$ cat config.mk
export PLATFORM = sky130hd
export DESIGN_NAME = serial_add_sequencer
export DESIGN_NICKNAME = d
export VERILOG_FILES = /design/src/rtl/serial_add_sequencer.sv
export SDC_FILE = /design/constraint.sdc
export NUM_CORES = 1
export LEC_CHECK = 0
export BUFFER_PORTS_ARGS = -buffer_cell sky130_fd_sc_hd__buf_2
export CORE_UTILIZATION = 45
export DETAILED_ROUTE_END_ITERATION = 10
export HOLD_SLACK_MARGIN = 0.02
export PLACE_DENSITY = 0.71
export SYNTH_ARGS = -nofsm -noshare
export SYNTH_HDL_FRONTEND = slang
export SYNTH_SLANG_ARGS = --single-unit
$ cat constraint.sdc
create_clock -name clk -period 1.6 [get_ports clk]
set_clock_uncertainty 0.05 [all_clocks]
set_input_delay 0.16 -clock clk [delete_from_list [all_inputs] [get_ports clk]]
set_output_delay 0.16 -clock clk [all_outputs]
set_load 0.005 [all_outputs]
$ cat src/rtl/serial_add_sequencer.sv
// Bit-serial operand sequencer feeding an external combinational full adder.
// Shifts operands out LSB first and gathers sum bits into a registered result.
module serial_add_sequencer #(
   parameter int WIDTH = 8
) (
   input  logic             clk,
   input  logic             rst_n,
   input  logic             in_valid,
   output logic             in_ready,
   input  logic [WIDTH-1:0] a_in,
   input  logic [WIDTH-1:0] b_in,
   input  logic             cin,
   output logic             out_valid,
   input  logic             out_ready,
   output logic [WIDTH-1:0] sum_out,
   output logic             cout_out,
   output logic             busy,
   output logic             fa_a,
   output logic             fa_b,
   output logic             fa_c,
   input  logic             fa_sum,
   input  logic             fa_carry
);

   localparam int CW = (WIDTH > 1) ? $clog2(WIDTH) : 1;
   localparam logic [CW-1:0] LAST = CW'(WIDTH - 1);

   typedef enum logic [1:0] {
      IDLE = 2'd0,
      RUN  = 2'd1,
      DONE = 2'd2
   } state_t;

   state_t           state;
   logic [WIDTH-1:0] a_sh;
   logic [WIDTH-1:0] b_sh;
   logic [WIDTH-1:0] sum_sh;
   logic [WIDTH-1:0] sum_nxt;
   logic             carry_q;
   logic [CW-1:0]    bit_cnt;
   logic [WIDTH-1:0] res_q;
   logic             cout_q;

   // Sum bits enter at the MSB so the LSB lands at bit 0 after WIDTH shifts.
   always_comb begin
      sum_nxt = sum_sh >> 1;
      sum_nxt[WIDTH-1] = fa_sum;
   end

   always_ff @(posedge clk or negedge rst_n) begin
      if (!rst_n) begin
         state   <= IDLE;
         a_sh    <= '0;
         b_sh    <= '0;
         sum_sh  <= '0;
         carry_q <= 1'b0;
         bit_cnt <= '0;
         res_q   <= '0;
         cout_q  <= 1'b0;
      end else begin
         unique case (state)
            IDLE: begin
               if (in_valid) begin
                  a_sh    <= a_in;
                  b_sh    <= b_in;
                  carry_q <= cin;
                  bit_cnt <= '0;
                  state   <= RUN;
               end
            end
            RUN: begin
               sum_sh  <= sum_nxt;
               carry_q <= fa_carry;
               a_sh    <= a_sh >> 1;
               b_sh    <= b_sh >> 1;
               bit_cnt <= bit_cnt + 1'b1;
               if (bit_cnt == LAST) begin
                  res_q  <= sum_nxt;
                  cout_q <= fa_carry;
                  state  <= DONE;
               end
            end
            DONE: begin
               if (out_ready) begin
                  state <= IDLE;
               end
            end
            default: state <= IDLE;
         endcase
      end
   end

   // A separate result register keeps sum_out stable after DONE is left.
   assign in_ready  = (state == IDLE);
   assign out_valid = (state == DONE);
   assign busy      = (state == RUN) || (state == DONE);
   assign sum_out   = res_q;
   assign cout_out  = cout_q;
   assign fa_a      = (state == RUN) & a_sh[0];
   assign fa_b      = (state == RUN) & b_sh[0];
   assign fa_c      = (state == RUN) & carry_q;

endmodule

==> flow_summary.html <==
<table>
<tr><th>Metric</th><th>Value</th></tr>
<tr><th colspan="2">Status</th></tr>
<tr><td>Outcome</td><td>complete, no violations</td></tr>
<tr><th colspan="2">Routing</th></tr>
<tr><td>DRC</td><td>0</td></tr>
<tr><td>Overall via count from detail_route</td><td>1225</td></tr>
<tr><td>Highest layer used for signal routing</td><td>met4</td></tr>
<tr><td>Routed wire per std cell</td><td>14.6 um</td></tr>
<tr><td>Routed metal-1 wirelength</td><td>1580 um</td></tr>
<tr><td>Post-route antenna net violation count</td><td>0</td></tr>
<tr><td>First-pass iteration count of the detailed router</td><td>4</td></tr>
<tr><td>Detailed Route WL</td><td>3470 um</td></tr>
<tr><td>Sum of met2 wire segment lengths after detailed routing</td><td>1670 um</td></tr>
<tr><td>DRC violation total after the first TritonRoute iteration</td><td>39</td></tr>
<tr><td>Via/cell ratio</td><td>5.15</td></tr>
<tr><td>Met3 WL post-DR</td><td>151 um</td></tr>
<tr><th colspan="2">Critical path</th></tr>
<tr><td>CP arrival</td><td>1.72 ns</td></tr>
<tr><td>Buffer and inverter count on the worst path</td><td>2</td></tr>
<tr><td>Type of element capturing the critical path</td><td>flip-flop</td></tr>
<tr><td>Crit path depth</td><td>6</td></tr>
<tr><td>Critical path, cell by cell</td><td>inv_2 &gt; ha_2 &gt; mux2i_4 &gt; clkbuf_16 &gt; nand2_1 &gt; o21ai_0</td></tr>
<tr><td>Worst Path Class, Setup</td><td>reg2reg</td></tr>
<tr><td>CP max-delay cell</td><td>sky130_fd_sc_hd__dfrtp_1</td></tr>
<tr><td>Cell count of the worst reg-to-reg path</td><td>6</td></tr>
<tr><td>Startpoint Class</td><td>flip-flop</td></tr>
<tr><td>Worst Setup SP</td><td>state[1]$_DFFE_PN0P_</td></tr>
<tr><td>Top cell family by delay on the critical path</td><td>flip-flops</td></tr>
<tr><td>Data required time of the critical path</td><td>1.75 ns</td></tr>
<tr><td>Reg-to-reg critical path startpoint</td><td>state[1]$_DFFE_PN0P_</td></tr>
<tr><td>Flop2flop setup slack</td><td>0.03 ns</td></tr>
<tr><td>Highest fanout seen on the critical path</td><td>16</td></tr>
<tr><td>Maximum single-stage delay on the critical path</td><td>0.42 ns</td></tr>
<tr><th colspan="2">Timing</th></tr>
<tr><td>PnR worst setup slack</td><td>0.0338 ns</td></tr>
<tr><td>Total Neg Setup Slack</td><td>0 ns</td></tr>
<tr><td>Unrepaired setup endpoints after global routing</td><td>yes</td></tr>
<tr><td>Pin slew with the least headroom to its limit</td><td>0.462 ns</td></tr>
<tr><td>Min Tclk post-route</td><td>1.57 ns</td></tr>
<tr><td>Total of endpoints with negative setup slack in the final report</td><td>0</td></tr>
<tr><td>Fraction of the cycle the final worst path needs</td><td>97.9%</td></tr>
<tr><td>Worst-case headroom to the max-slew limit</td><td>69.2%</td></tr>
<tr><td>Number of hold-slack violations in the final timing report</td><td>0</td></tr>
<tr><td>Highest clock rate</td><td>639 MHz</td></tr>
<tr><td>Final worst hold slack</td><td>0.0711 ns</td></tr>
<tr><td>Pins over their slew limit</td><td>0</td></tr>
<tr><th colspan="2">Final layout</th></tr>
<tr><td>Fin nets</td><td>219</td></tr>
<tr><td>Area growth, synth to finish</td><td>28.8%</td></tr>
<tr><td>Antenna diode count</td><td>0</td></tr>
<tr><td>Fraction of layout cells with a size suffix above 1</td><td>41.7%</td></tr>
<tr><td>Fill cell instance count of the final layout</td><td>291</td></tr>
<tr><th colspan="2">Logic synthesis</th></tr>
<tr><td>Mux share of post-synthesis cell area</td><td>20.2%</td></tr>
<tr><td>Adder-cell share of the synthesized area</td><td>3.67%</td></tr>
<tr><td>Distinct cells, synth</td><td>22</td></tr>
<tr><td>Mapped Cells</td><td>140</td></tr>
<tr><td>Syn avg cell area</td><td>12.2 um^2</td></tr>
<tr><td>Fraction of the mapped netlist area in compound gates</td><td>8.67%</td></tr>
<tr><td>Fraction of the mapped netlist area in simple logic gates</td><td>7.64%</td></tr>
<tr><td>Post-synthesis sequential area ratio</td><td>55.8%</td></tr>
<tr><td>Fraction of synthesized cell area in xor and xnor cells</td><td>0%</td></tr>
<tr><td>Number of register bits inferred by synthesis</td><td>38</td></tr>
<tr><td>Synthesized net count</td><td>168</td></tr>
<tr><td>Synth warnings</td><td>0</td></tr>
<tr><td>Main combinational cell family by area after synthesis</td><td>multiplexers</td></tr>
<tr><td>Post-synthesis instance area</td><td>1700 um^2</td></tr>
<tr><th colspan="2">Floorplanning</th></tr>
<tr><td>Area of the core region</td><td>3470 um^2</td></tr>
<tr><td>Effective utilization at floorplan</td><td>49.1%</td></tr>
<tr><td># rows</td><td>21</td></tr>
<tr><td>Vertical die dimension</td><td>63.5 um</td></tr>
<tr><td>Horizontal die dimension</td><td>63.5 um</td></tr>
<tr><td>Die Footprint</td><td>4030 um^2</td></tr>
<tr><td>I/O pin total</td><td>38</td></tr>
<tr><th colspan="2">Global routing</th></tr>
<tr><td>First-pass GRT wire length</td><td>5670 um</td></tr>
<tr><td>Remaining global-route overflow</td><td>0</td></tr>
<tr><td>Vias in the first global route</td><td>1202</td></tr>
<tr><td>Number of antenna violations at the first check in global routing</td><td>0</td></tr>
<tr><td>Maximum number of pins on one net before global-route repair</td><td>39</td></tr>
<tr><td>Global Route Usage Sum</td><td>19.0%</td></tr>
<tr><th colspan="2">Clock tree</th></tr>
<tr><td>Total CTS buffers</td><td>5</td></tr>
<tr><td>Count of clock tree sinks</td><td>38</td></tr>
<tr><td>Clock root cell</td><td>sky130_fd_sc_hd__clkbuf_8</td></tr>
<tr><td>Reg clk slew, reported paths</td><td>0.07 ns</td></tr>
<tr><td>Clock latency of the later-clocked register in the worst-skew pair</td><td>0.29 ns</td></tr>
<tr><td>H-tree depth</td><td>2</td></tr>
<tr><td>Maximum buffer depth of the clock tree</td><td>2</td></tr>
<tr><td>Clock tree from TritonCTS</td><td>yes</td></tr>
<tr><th colspan="2">Pwr</th></tr>
<tr><td>Standby leakage power</td><td>1.11 nW</td></tr>
<tr><td>Share of power burned in registers</td><td>38.4%</td></tr>
<tr><td>Combinational share of power</td><td>45.8%</td></tr>
<tr><td>IR drop worst, VDD</td><td>0.00130 V</td></tr>
<tr><td>Internal power summed over all cells</td><td>0.00283 W</td></tr>
<tr><td>Switching pwr</td><td>0.00142 W</td></tr>
<tr><td>Net switching fraction of the power</td><td>33.4%</td></tr>
<tr><td>PwrDens</td><td>1940 nW/um^2</td></tr>
<tr><td>Fraction of power consumed by the clock network</td><td>15.7%</td></tr>
<tr><td>Total power</td><td>0.00425 W</td></tr>
<tr><th colspan="2">Placement</th></tr>
<tr><td>Routability-driven placement congestion ratio</td><td>0.693</td></tr>
<tr><td>Half-perimeter wire length after detailed placement</td><td>2210 um</td></tr>
<tr><td>Pre-CTS worst setup slack</td><td>0.0144 ns</td></tr>
<tr><td>Port Buffers</td><td>37</td></tr>
<tr><th colspan="2">Hold path</th></tr>
<tr><td>Min-delay src</td><td>fa_carry</td></tr>
<tr><td>Type of the worst min-delay path</td><td>in2reg</td></tr>
<tr><td>Hold-critical path depth</td><td>2</td></tr>
<tr><th colspan="2">Job</th></tr>
<tr><td>Number of max-cap violations</td><td>0</td></tr>
</table>
## power groups by stage
stage	Clock, W	Combinational [W]	Sequential (W)
after floorplan	0	0.00113	0.00158
after global placement	0	0.00148	0.00161
after detailed placement	0	0.00155	0.00164
after CTS	0.000676	0.00175	0.00163
after global routing	0.000716	0.00214	0.00170
final	0.000670	0.00195	0.00163
## worst paths after layout
check	end
min in group asynchronous	b_sh[3]$_DFFE_PN0P_
worst max-delay path	b_sh[6]$_DFFE_PN0P_
worst min register to register	b_sh[0]$_DFFE_PN0P_
worst min-delay path	cout_out$_DFFE_PN0P_
worst max register to register	b_sh[6]$_DFFE_PN0P_
max in group asynchronous	state[0]$_DFFE_PN0P_
## synthesized netlist by cell type, drive strengths merged
cell type | n | share of area [%]
nand2b | 3 | 1.1
buf | 6 | 2.6
mux2 | 16 | 11
and2 | 3 | 1.1
ha | 5 | 3.7
a31oi | 4 | 1.5
clkbuf | 1 | 0.44
mux2i | 16 | 9.6
inv | 4 | 0.88
dfrtp | 38 | 56
a21oi | 2 | 0.59
o31ai | 1 | 0.44
nand2 | 19 | 4.3
and3 | 2 | 0.73
o21ai | 17 | 5.0
nor2b | 1 | 0.37
a32o | 2 | 1.2
## metrics by stage
step	area [um^2]	std cells	utilization [%]
after detailed placement	1960	221	56.4
after global placement	1960	221	56.4
after floorplan	1700	140	-
after CTS	2120	233	61.0
after global routing	2190	238	63.2
final	2190	238	63.2
## state kept, by name (all words and copies together), names as in the netlist
signal	cells
a_sh	8
b_sh	8
bit_cnt	3
carry_q	1
cout_out	1
state	2
sum_out	8
sum_sh	7
## area by class of cell
class                      instances  area, um^2  area share (%)
multi-input combinational         91         717            32.7
clock buffer                       7        86.3            3.94
clock inverter                     1        5.00           0.228
inverter                           4        15.0           0.685
tap                               46        57.6            2.62
timing repair buffer              51         360            16.4
sequential                        38         952            43.4
## per-layer routing
| layer | global-route usage (%) | up-vias |
|---|---|---|
| met1 | 23.8 | 598 |
| li1 | - | 590 |
| met3 | 6.70 | 9 |
| met5 | 0 | - |
| met2 | 30.3 | 28 |
| met4 | 6.82 | 0 |
## logic make-up (layout without fill, tap and decap cells)
| logic type | count (synthesis) | in the layout |
|---|---|---|
| adders and majority gates | 5 | 5 |
| buffers and inverters | 11 | 63 |
| AOI/OAI and AO/OA | 26 | 26 |
| DFF | 38 | 38 |
| and+or+nand+nor | 28 | 28 |
| muxes | 32 | 32 |
## cell usage in the layout (no fill, tap or decap), drive strengths merged
master       instances
and3                 2
buf                 48
mux2i               16
a32o                 2
and2                 3
bufbuf               1
mux2                16
inv                  4
a21oi                2
a31oi                4
nand2               19
dfrtp               38
nand2b               3
ha                   5
clkinv               1
o31ai                1
dlygate4sd3          1
clkbuf               8
nor2b                1
o21ai               17
## timing repair
item / in CTS / in global routing
hold buffers: 1 / 0
setup endpoints to repair: 9 / 21
setup buffers: 2 / 4
gates resized for setup: 3 / 8
endpoints found under the hold margin: 38 / 0
cloned: 1 / 1
## worst register-to-register path, stage by stage (launching register included)
cell	delay [ns]
sky130_fd_sc_hd__dfrtp_1	0.42
sky130_fd_sc_hd__inv_2	0.10
sky130_fd_sc_hd__ha_2	0.22
sky130_fd_sc_hd__mux2i_4	0.33
sky130_fd_sc_hd__clkbuf_16	0.23
sky130_fd_sc_hd__nand2_1	0.05
sky130_fd_sc_hd__o21ai_0	0.08
Power figures use the tool's default switching activity.
